<file path="src/rtl/led_frame_scheduler_if.sv">
// Pixel-memory read port and serializer pixel handshake between the frame
// scheduler (master) and the memory/serializer side (slave).
interface led_frame_scheduler_if #(
    parameter int unsigned ADDR_WIDTH = 8
);
    logic [ADDR_WIDTH-1:0] mem_addr;
    logic                  mem_rd_en;
    logic [23:0]           mem_rdata;
    logic [23:0]           pixel_data;
    logic                  pixel_valid;
    logic                  pixel_ready;
    logic                  serializer_busy;

    modport master (
        output mem_addr,
        output mem_rd_en,
        input  mem_rdata,
        output pixel_data,
        output pixel_valid,
        input  pixel_ready,
        input  serializer_busy
    );

    modport slave (
        input  mem_addr,
        input  mem_rd_en,
        output mem_rdata,
        input  pixel_data,
        input  pixel_valid,
        output pixel_ready,
        output serializer_busy
    );
endinterface

</file>
<file path="src/rtl/led_frame_scheduler.sv">
// Per-frame LED sequencer: fetches NUM_LEDS GRB words, scales them by a frame-wide
// brightness, hands them to the serializer, then holds the strip latch gap.
module led_frame_scheduler #(
    parameter int unsigned NUM_LEDS     = 60,
    parameter int unsigned ADDR_WIDTH   = 8,
    parameter int unsigned LATCH_CYCLES = 960
) (
    input  logic                         clock_12mhz,
    input  logic                         reset,
    input  logic                         frame_tick,
    input  logic                         enable,
    input  logic [7:0]                   brightness,
    led_frame_scheduler_if.master        bus,
    output logic                         busy,
    output logic                         frame_done,
    output logic                         overrun,
    input  logic                         overrun_clear
);

    localparam int unsigned CNT_WIDTH = (LATCH_CYCLES > 1) ? $clog2(LATCH_CYCLES) : 1;
    localparam logic [CNT_WIDTH-1:0]  LATCH_LAST = CNT_WIDTH'(LATCH_CYCLES - 1);
    localparam logic [ADDR_WIDTH-1:0] LAST_INDEX = ADDR_WIDTH'(NUM_LEDS - 1);

    typedef enum logic [2:0] {
        StIdle,
        StFetch,
        StCapture,
        StSend,
        StDrain,
        StLatch
    } state_e;

    state_e                state_q, state_d;
    logic [ADDR_WIDTH-1:0] index_q, index_d;
    logic [7:0]            brt_q, brt_d;
    logic [23:0]           pixel_q, pixel_d;
    logic [CNT_WIDTH-1:0]  cnt_q, cnt_d;
    logic                  overrun_q, overrun_d;
    logic                  rd_en;

    // (c * (brt + 1)) >> 8; brt=255 is identity, brt=0 blanks the channel.
    function automatic logic [7:0] scale(input logic [7:0] c, input logic [7:0] brt);
        logic [16:0] prod;
        prod = {9'd0, c} * ({9'd0, brt} + 17'd1);
        return 8'(prod >> 8);
    endfunction

    always_ff @(posedge clock_12mhz) begin
        if (reset) begin
            state_q   <= StIdle;
            index_q   <= '0;
            brt_q     <= '0;
            pixel_q   <= '0;
            cnt_q     <= '0;
            overrun_q <= 1'b0;
        end else begin
            state_q   <= state_d;
            index_q   <= index_d;
            brt_q     <= brt_d;
            pixel_q   <= pixel_d;
            cnt_q     <= cnt_d;
            overrun_q <= overrun_d;
        end
    end

    always_comb begin
        state_d    = state_q;
        index_d    = index_q;
        brt_d      = brt_q;
        pixel_d    = pixel_q;
        cnt_d      = cnt_q;
        rd_en      = 1'b0;
        frame_done = 1'b0;

        unique case (state_q)
            StIdle: begin
                if (frame_tick && enable) begin
                    brt_d   = brightness;
                    index_d = '0;
                    state_d = StFetch;
                end
            end
            StFetch: begin
                rd_en   = 1'b1;
                state_d = StCapture;
            end
            StCapture: begin
                pixel_d = {scale(bus.mem_rdata[23:16], brt_q),
                           scale(bus.mem_rdata[15:8], brt_q),
                           scale(bus.mem_rdata[7:0], brt_q)};
                state_d = StSend;
            end
            StSend: begin
                if (bus.pixel_ready) begin
                    if (index_q == LAST_INDEX) begin
                        state_d = StDrain;
                    end else begin
                        index_d = index_q + 1'b1;
                        state_d = StFetch;
                    end
                end
            end
            StDrain: begin
                if (!bus.serializer_busy) begin
                    cnt_d   = '0;
                    state_d = StLatch;
                end
            end
            StLatch: begin
                if (cnt_q == LATCH_LAST) begin
                    frame_done = 1'b1;
                    state_d    = StIdle;
                end else begin
                    cnt_d = cnt_q + 1'b1;
                end
            end
            default: state_d = StIdle;
        endcase
    end

    // Set has priority over clear so a coincident dropped tick is never lost.
    always_comb begin
        overrun_d = overrun_q;
        if (overrun_clear) begin
            overrun_d = 1'b0;
        end
        if (frame_tick && busy) begin
            overrun_d = 1'b1;
        end
    end

    assign busy            = (state_q != StIdle);
    assign overrun         = overrun_q;
    assign bus.mem_addr    = index_q;
    assign bus.mem_rd_en   = rd_en;
    assign bus.pixel_data  = pixel_q;
    // Gated by reset so no pixel can be accepted while the frame is being abandoned.
    assign bus.pixel_valid = (state_q == StSend) && !reset;

endmodule

</file>
<file path="src/flat_wrapper.sv">
// flat-port wrapper written by rule: the top's interface ports become plain ports
module led_frame_scheduler_flat 
#(
    parameter int unsigned NUM_LEDS     = 60,
    parameter int unsigned ADDR_WIDTH   = 8,
    parameter int unsigned LATCH_CYCLES = 960
)
  (clock_12mhz, reset, frame_tick, enable, brightness, busy, frame_done, overrun, overrun_clear, bus_mem_addr, bus_mem_rd_en, bus_mem_rdata, bus_pixel_data, bus_pixel_valid, bus_pixel_ready, bus_serializer_busy);
  led_frame_scheduler_if #(.ADDR_WIDTH(ADDR_WIDTH)) bus_i ();
  input  logic clock_12mhz;
  input  logic reset;
  input  logic frame_tick;
  input  logic enable;
  input  logic [7:0] brightness;
  output logic busy;
  output logic frame_done;
  output logic overrun;
  input  logic overrun_clear;
  output wire logic [$bits(bus_i.mem_addr)-1:0] bus_mem_addr;
  output wire logic [$bits(bus_i.mem_rd_en)-1:0] bus_mem_rd_en;
  input wire logic [$bits(bus_i.mem_rdata)-1:0] bus_mem_rdata;
  output wire logic [$bits(bus_i.pixel_data)-1:0] bus_pixel_data;
  output wire logic [$bits(bus_i.pixel_valid)-1:0] bus_pixel_valid;
  input wire logic [$bits(bus_i.pixel_ready)-1:0] bus_pixel_ready;
  input wire logic [$bits(bus_i.serializer_busy)-1:0] bus_serializer_busy;
  assign bus_mem_addr = bus_i.mem_addr;
  assign bus_mem_rd_en = bus_i.mem_rd_en;
  assign bus_i.mem_rdata = bus_mem_rdata;
  assign bus_pixel_data = bus_i.pixel_data;
  assign bus_pixel_valid = bus_i.pixel_valid;
  assign bus_i.pixel_ready = bus_pixel_ready;
  assign bus_i.serializer_busy = bus_serializer_busy;
  led_frame_scheduler #(.NUM_LEDS(NUM_LEDS), .ADDR_WIDTH(ADDR_WIDTH), .LATCH_CYCLES(LATCH_CYCLES)) u_core (.clock_12mhz(clock_12mhz), .reset(reset), .frame_tick(frame_tick), .enable(enable), .brightness(brightness), .bus(bus_i), .busy(busy), .frame_done(frame_done), .overrun(overrun), .overrun_clear(overrun_clear));
endmodule
</file>
<file path="config.mk">
export PLATFORM = sky130hd
export DESIGN_NAME = led_frame_scheduler_flat
export DESIGN_NICKNAME = d
export VERILOG_FILES = /design/src/rtl/led_frame_scheduler_if.sv /design/src/rtl/led_frame_scheduler.sv /design/src/flat_wrapper.sv
export SDC_FILE = /design/constraint.sdc
export NUM_CORES = 1
export LEC_CHECK = 0
export BUFFER_PORTS_ARGS = -buffer_cell sky130_fd_sc_hd__buf_2
export CAP_MARGIN = 20
export CORE_UTILIZATION = 60
export DETAILED_ROUTE_END_ITERATION = 8
export GPL_ROUTABILITY_DRIVEN = 0
export PLACE_DENSITY = 0.8
export SLEW_MARGIN = 20
export SYNTH_ARGS = -nofsm -noshare
export SYNTH_HDL_FRONTEND = slang
export SYNTH_SLANG_ARGS = --single-unit
</file>
<file path="constraint.sdc">
create_clock -name clock_12mhz -period 9.5 [get_ports clock_12mhz]
set_input_delay 1.9 -clock clock_12mhz [delete_from_list [all_inputs] [get_ports clock_12mhz]]
set_output_delay 1.9 -clock clock_12mhz [all_outputs]
set_load 0.005 [all_outputs]
</file>
# Word-level counts from Yosys, hierarchy flattened
# Cells that the tools add are included.
classes:
  n_addsub: 3
  mul: 3
  eq_ne: 13
  mux: 18
  n_reduce_logical: 13
op_table:
  columns: ["cell", "count"]
  rows:
  - ["multiplier 8 x 17 -> 16 bit", 3]
  - ["2-to-1 mux 8 bit", 3]
  - ["2-to-1 mux 10 bit", 2]
  - ["one-hot mux 10 bit (2 select lines)", 1]
  - ["one-hot mux 3 bit (6 select lines)", 1]
  - ["one-hot mux 8 bit (2 select lines)", 1]
  - ["2-to-1 mux 3 bit", 5]
  - ["adder 10 x 1 -> 10 bit (second input constant)", 1]
  - ["equality test 10 bit (second input constant)", 1]
  - ["adder 8 x 1 -> 9 bit (second input constant)", 1]
  - ["adder 8 x 1 -> 8 bit (second input constant)", 1]
  - ["equality test 8 x 6 -> 1 bit (second input constant)", 1]
  - ["inequality test 2 bit (second input constant)", 4]
  - ["AND reduction 4 bit", 2]
  - ["equality test 3 x 2 -> 1 bit (second input constant)", 2]
  - ["equality test 3 bit (second input constant)", 2]
  - ["nonzero test 2 bit", 3]
  - ["2-to-1 mux 1 bit", 5]
  - ["inequality test 2 x 1 -> 1 bit (second input constant)", 2]
  - ["equality test 3 x 1 -> 1 bit (second input constant)", 1]
  - ["logical AND 1 bit", 3]
  - ["zero test 3 bit", 1]
  - ["AND reduction 3 bit", 1]
  - ["nonzero test 3 bit", 1]
  - ["2 further kinds", 2]
totals:
  ff_bits: 54
  inputBits: 39
  out_inout_bits: 37
  word_cells: 56

# Logic depth before layout (Yosys ltp)
depth:
  depth_word: 4
  ltp_mapped: 21
  depth_no_buf: 20

# Worst setup path after synthesis
# No wires, ideal clock.
synth_path:
  kind: "input to register"
  start: "input bus_mem_rdata[10]"
  end: "register u_core.pixel_q[11] (netlist: u_core.bus.pixel_data[11])"
  setup_time_ns: 0.117
  t_arrival_ns: 5.694
  required_time_ns: 9.383
  path_slack_ns: 3.689
  cell_stages: 14
  n_path_buf: 0
  cell_sequence: "nand2_1 -> fa_1 -> fa_1 -> inv_1 -> fa_1 -> inv_1 -> fa_1 -> inv_1 -> ha_1 -> a211o_1 -> a311oi_2 -> nor3_2 -> or4_1 -> a32o_1"
synth_via:
  elab_chain_len: 1
synth_rtl:
  columns: ["item", "line_no", "text"]
  rows:
  - ["from (decl)", "flat_wrapper.sv:21", "input wire logic [$bits(bus_i.mem_rdata)-1:0] bus_mem_rdata;"]
  - ["multiplier 8 x 17 -> 16 bit", "led_frame_scheduler.sv:44", "prod = {9'd0, c} * ({9'd0, brt} + 17'd1);"]
  - ["to (signal assigned)", "led_frame_scheduler.sv:60", "pixel_q <= pixel_d;"]
  - ["to (decl)", "led_frame_scheduler.sv:36", "logic [23:0] pixel_q, pixel_d;"]
# Every way passes these cells.
# A chain may end at the register's enable or synchronous reset.

# Worst setup path in the final report
layout_path:
  start: "input bus_mem_rdata[10]"
  end: "register u_core.pixel_q[14] (netlist: u_core.bus.pixel_data[14])"
# The elaborated chain is that of the path after synthesis.

==> key figures <==
Finish
  – Area growth syn-to-layout: 8.217%
  – Layout Nets: 1,318
  – Fillers: 1,152
  – Share of cells above drive strength 1: 10.93%
  – Sequential cell area: 0.001081 mm2
  – Antenna fix cells: 0
  – Multi-input logic area: 0.006978 mm2

Synth
  – Cells after synthesis: 1,001
  – Yosys warning count: 0
  – Post-synth EDFFs: 0
  – Post-synth top flop: dfxtp_1
  – Avg Cell Area, Syn: 8.747 um2
  – Most frequent cells after synthesis: inv_1, and2_1, fa_1, ha_1, nand2_1
  – Synth area leaders: fa_1, ha_1, dfxtp_1, and2_1, inv_1
  – Post-synth top area cell: fa_1
  – Most numerous cell in the Yosys netlist: inv_1
  – Post-synthesis sequential area ratio: 12.35%
  – #FFs+latches synth: 54
  – Ys async rst share: 0%
  – Syn_nets: 1,259
  – Share of the synthesized area in the top cell type: 27.44%
  – Netlist cell types: 66
  – Post-Syn Area: 0.008756 mm2

Global routing
  – All-layer global routing usage: 28.25%
  – Vias in the first global route: 6,911
  – Grt peak-use layer: met2
  – Met2 GRT Util: 46.28%
  – First-pass GRT wire length: 33,200 um
  – Largest net degree at the start of global routing: 39
  – Met1 Usage GRT: 39.24%
  – Initial antenna violation count: 0
  – Total gr overflow: 0
  – Met3 usage: 3.857%

Job
  – MaxCap Viol Count: 0

Clocking
  – H-tree depth: 2
  – Postcts setup bufs: 0
  – Post-cts resize count: 0
  – Maximum clock path buffer count: 2
  – TritonCTS clock tree: done
  – Hold Buf Count CTS: 0
  – CTS Root Buffer Type: clkbuf_16
  – CTS Buf Count: 5
  – CTS clk-pin slew, worst paths: 0.08 ns
  – CTS Sinks: 54
  – Clk Latency, worst-skew pair: 0.30 ns

Timing
  – Final hold violations: 0
  – Setup TNS: 0 ns
  – Final setup viols: 0
  – Slew HR: 40.81%
  – Setup Skew: 0.007185 ns
  – Max Slew Vio Count: 0
  – Worst-margin pin slew: 0.8878 ns
  – Crit share post-route: 62.68%
  – Fmax: 167.9 MHz
  – RSZ-0062 raised after global routing: no
  – Final Critical Period: 5.954 ns

Detailed routing
  – Initial drt markers: 474
  – Wire per inst: 16.06 um
  – Vias: 7,049
  – Vias per cell: 5.680
  – DRT Pass-1 Iters: 5
  – DRT Wirelength: 19,930 um
  – ANT nets after route: 0
  – Remaining DRCs: 0

Placement
  – Quantity of I/O buffers inserted on ports: 75
  – Detail Placement HPWL: 15,360 um

Power and ir drop
  – Clk pwr share: 23.0%
  – Power Total: 0.8597 mW
  – Internal power: 0.5005 mW
  – VDD IR max: 0.1143 mV
  – Leakage: 4.913 nW
  – Seq pwr share: 28.9%
  – Sw Pwr: 0.3591 mW
  – PwrDens: 90.73 mW/mm2
  – Sw Share: 41.78%
  – Combinational fraction of design power: 48.1%

Critical path
  – WS Path Type: input port to flip-flop
  – Worst Reg-to-Reg Cells: 19
  – Critical Path RT: 9.72 ns
  – FF-to-FF Start: u_core.brt_q[0]
  – Reg2reg setup slack: 3.71 ns
  – Critical path peak fanout: 9
  – CP Launch Type: input port
  – Worst path arrival time: 6.17 ns
  – Critical path endpoint category: flip-flop
  – Worst reg2reg path endpoint: u_core.bus.pixel_data[14]

Floorplan
  – Row count: 43
  – Die Wd: 122.8 um
  – Starting Density: 62.35%
  – Die area: 0.01508 mm2
  – Die Ht: 122.8 um
  – Area of the core: 0.01404 mm2
  – Num ports: 76

Outcome
  – Status: complete, no violations

Worst hold path
  – Hold depth: 2
  – Worst hold start: u_core.bus.pixel_data[6]
  – Worst hold-check path type: flip-flop to flip-flop
  – Worst hold path endpoint: u_core.bus.pixel_data[6]
==> power by group through the flow <==
stage | logic (mW) | registers [mW] | clock network [mW]
after floorplan | 0.299 | 0.249 | 0
after global placement | 0.395 | 0.253 | 0
after detailed placement | 0.411 | 0.254 | 0
after CTS | 0.414 | 0.248 | 0.200
after global routing | 0.474 | 0.250 | 0.209
final | 0.413 | 0.249 | 0.198
==> how the worst max path moves through the flow <==
stage,from,to,slack (ns),cells past startpoint
global placement,bus_mem_rdata[10],u_core.bus.pixel_data[11],3.39,15
global route,bus_mem_rdata[10],u_core.bus.pixel_data[14],3.38,16
detailed placement,bus_mem_rdata[10],u_core.bus.pixel_data[11],3.30,15
floorplan,bus_mem_rdata[10],u_core.bus.pixel_data[11],3.69,14
CTS,bus_mem_rdata[10],u_core.bus.pixel_data[14],3.58,16
finish,bus_mem_rdata[10],u_core.bus.pixel_data[14],3.55,16
==> layout by cell type (no fill, tap or decap), types with 6 or more instances in the layout <==
master and instances:
inv_1 155, and2_1 135, fa_1 120, ha_1 99, nand2_1 86, buf_2 75, dfxtp_1 54, nor2_1 46
a21oi_1 29, xnor2_1 25, nor2b_1 20, nand3_1 19, o21ai_0 17, nor3_1 13, xor2_1 12, mux2i_1 12
buf_4 11, a21o_1 8, nand2b_1 7, and2_2 6, nand4_1 6, a211oi_1 6, o211ai_1 6, and3_1 6
a31oi_1 6
==> state kept, by name, indices dropped and copies added (netlist names) <==
register	cells
u_core.state_q	3
u_core.cnt_q	10
u_core.bus.pixel_data	24
u_core.overrun	1
u_core.brt_q	8
u_core.bus.mem_addr	8
==> layout make-up <==
| type | count | area share (%) |
|---|---|---|
| inverter | 155 | 6.140 |
| clock buffer | 5 | 1.320 |
| multi-input combinational | 758 | 73.64 |
| timing repair buffer | 86 | 4.833 |
| tap | 180 | 2.377 |
| clock inverter | 3 | 0.2773 |
| sequential | 54 | 11.41 |
==> stage by stage <==
stage | instance area, um2 | std cells | hold WS [ns] | worst slack (ns) | utilization [%]
floorplan | 8756 | 1001 | 0.4419 | 3.689 | -
global placement | 9324 | 1233 | 0.4355 | 3.392 | 66.40
detailed placement | 9324 | 1233 | 0.4468 | 3.298 | 66.40
CTS | 9475 | 1241 | 0.4616 | 3.581 | 67.48
global route | 9475 | 1241 | 0.4933 | 3.377 | 67.48
finish | 9475 | 1241 | 0.4628 | 3.546 | 67.48
==> worst max-delay path, cell delays in order <==
cell      delay, ns
buf_2          0.15
nand2_1        0.09
fa_1           0.53
fa_1           0.56
inv_1          0.05
fa_1           0.48
inv_1          0.05
fa_1           0.48
inv_1          0.05
ha_1           0.31
a211o_1        0.34
a311oi_2       0.32
nor3_2         0.14
o41ai_2        0.35
xor2_1         0.13
a211oi_1       0.24
==> metal layers <==
layer | up-vias | share of wire, %
met2 | 227 | 47
met5 | - | 0
met1 | 3450 | 44
met3 | 28 | 7.2
li1 | 3344 | -
met4 | 0 | 1.9
==> cell families (layout without fill, tap and decap cells) <==
kind of cell | count (synthesis) | in the layout | synth area share, %
buffers and inverters | 189 | 249 | 8.188
DFF | 54 | 54 | 12.35
adders and majority gates | 219 | 219 | 41.58
AOI/OAI and AO/OA | 110 | 110 | 9.103
and+or+nand+nor | 377 | 377 | 23.38
xor gates and xnor gates | 39 | 39 | 3.901
muxes | 13 | 13 | 1.500
Note: power is estimated with default switching activity, not from simulation.
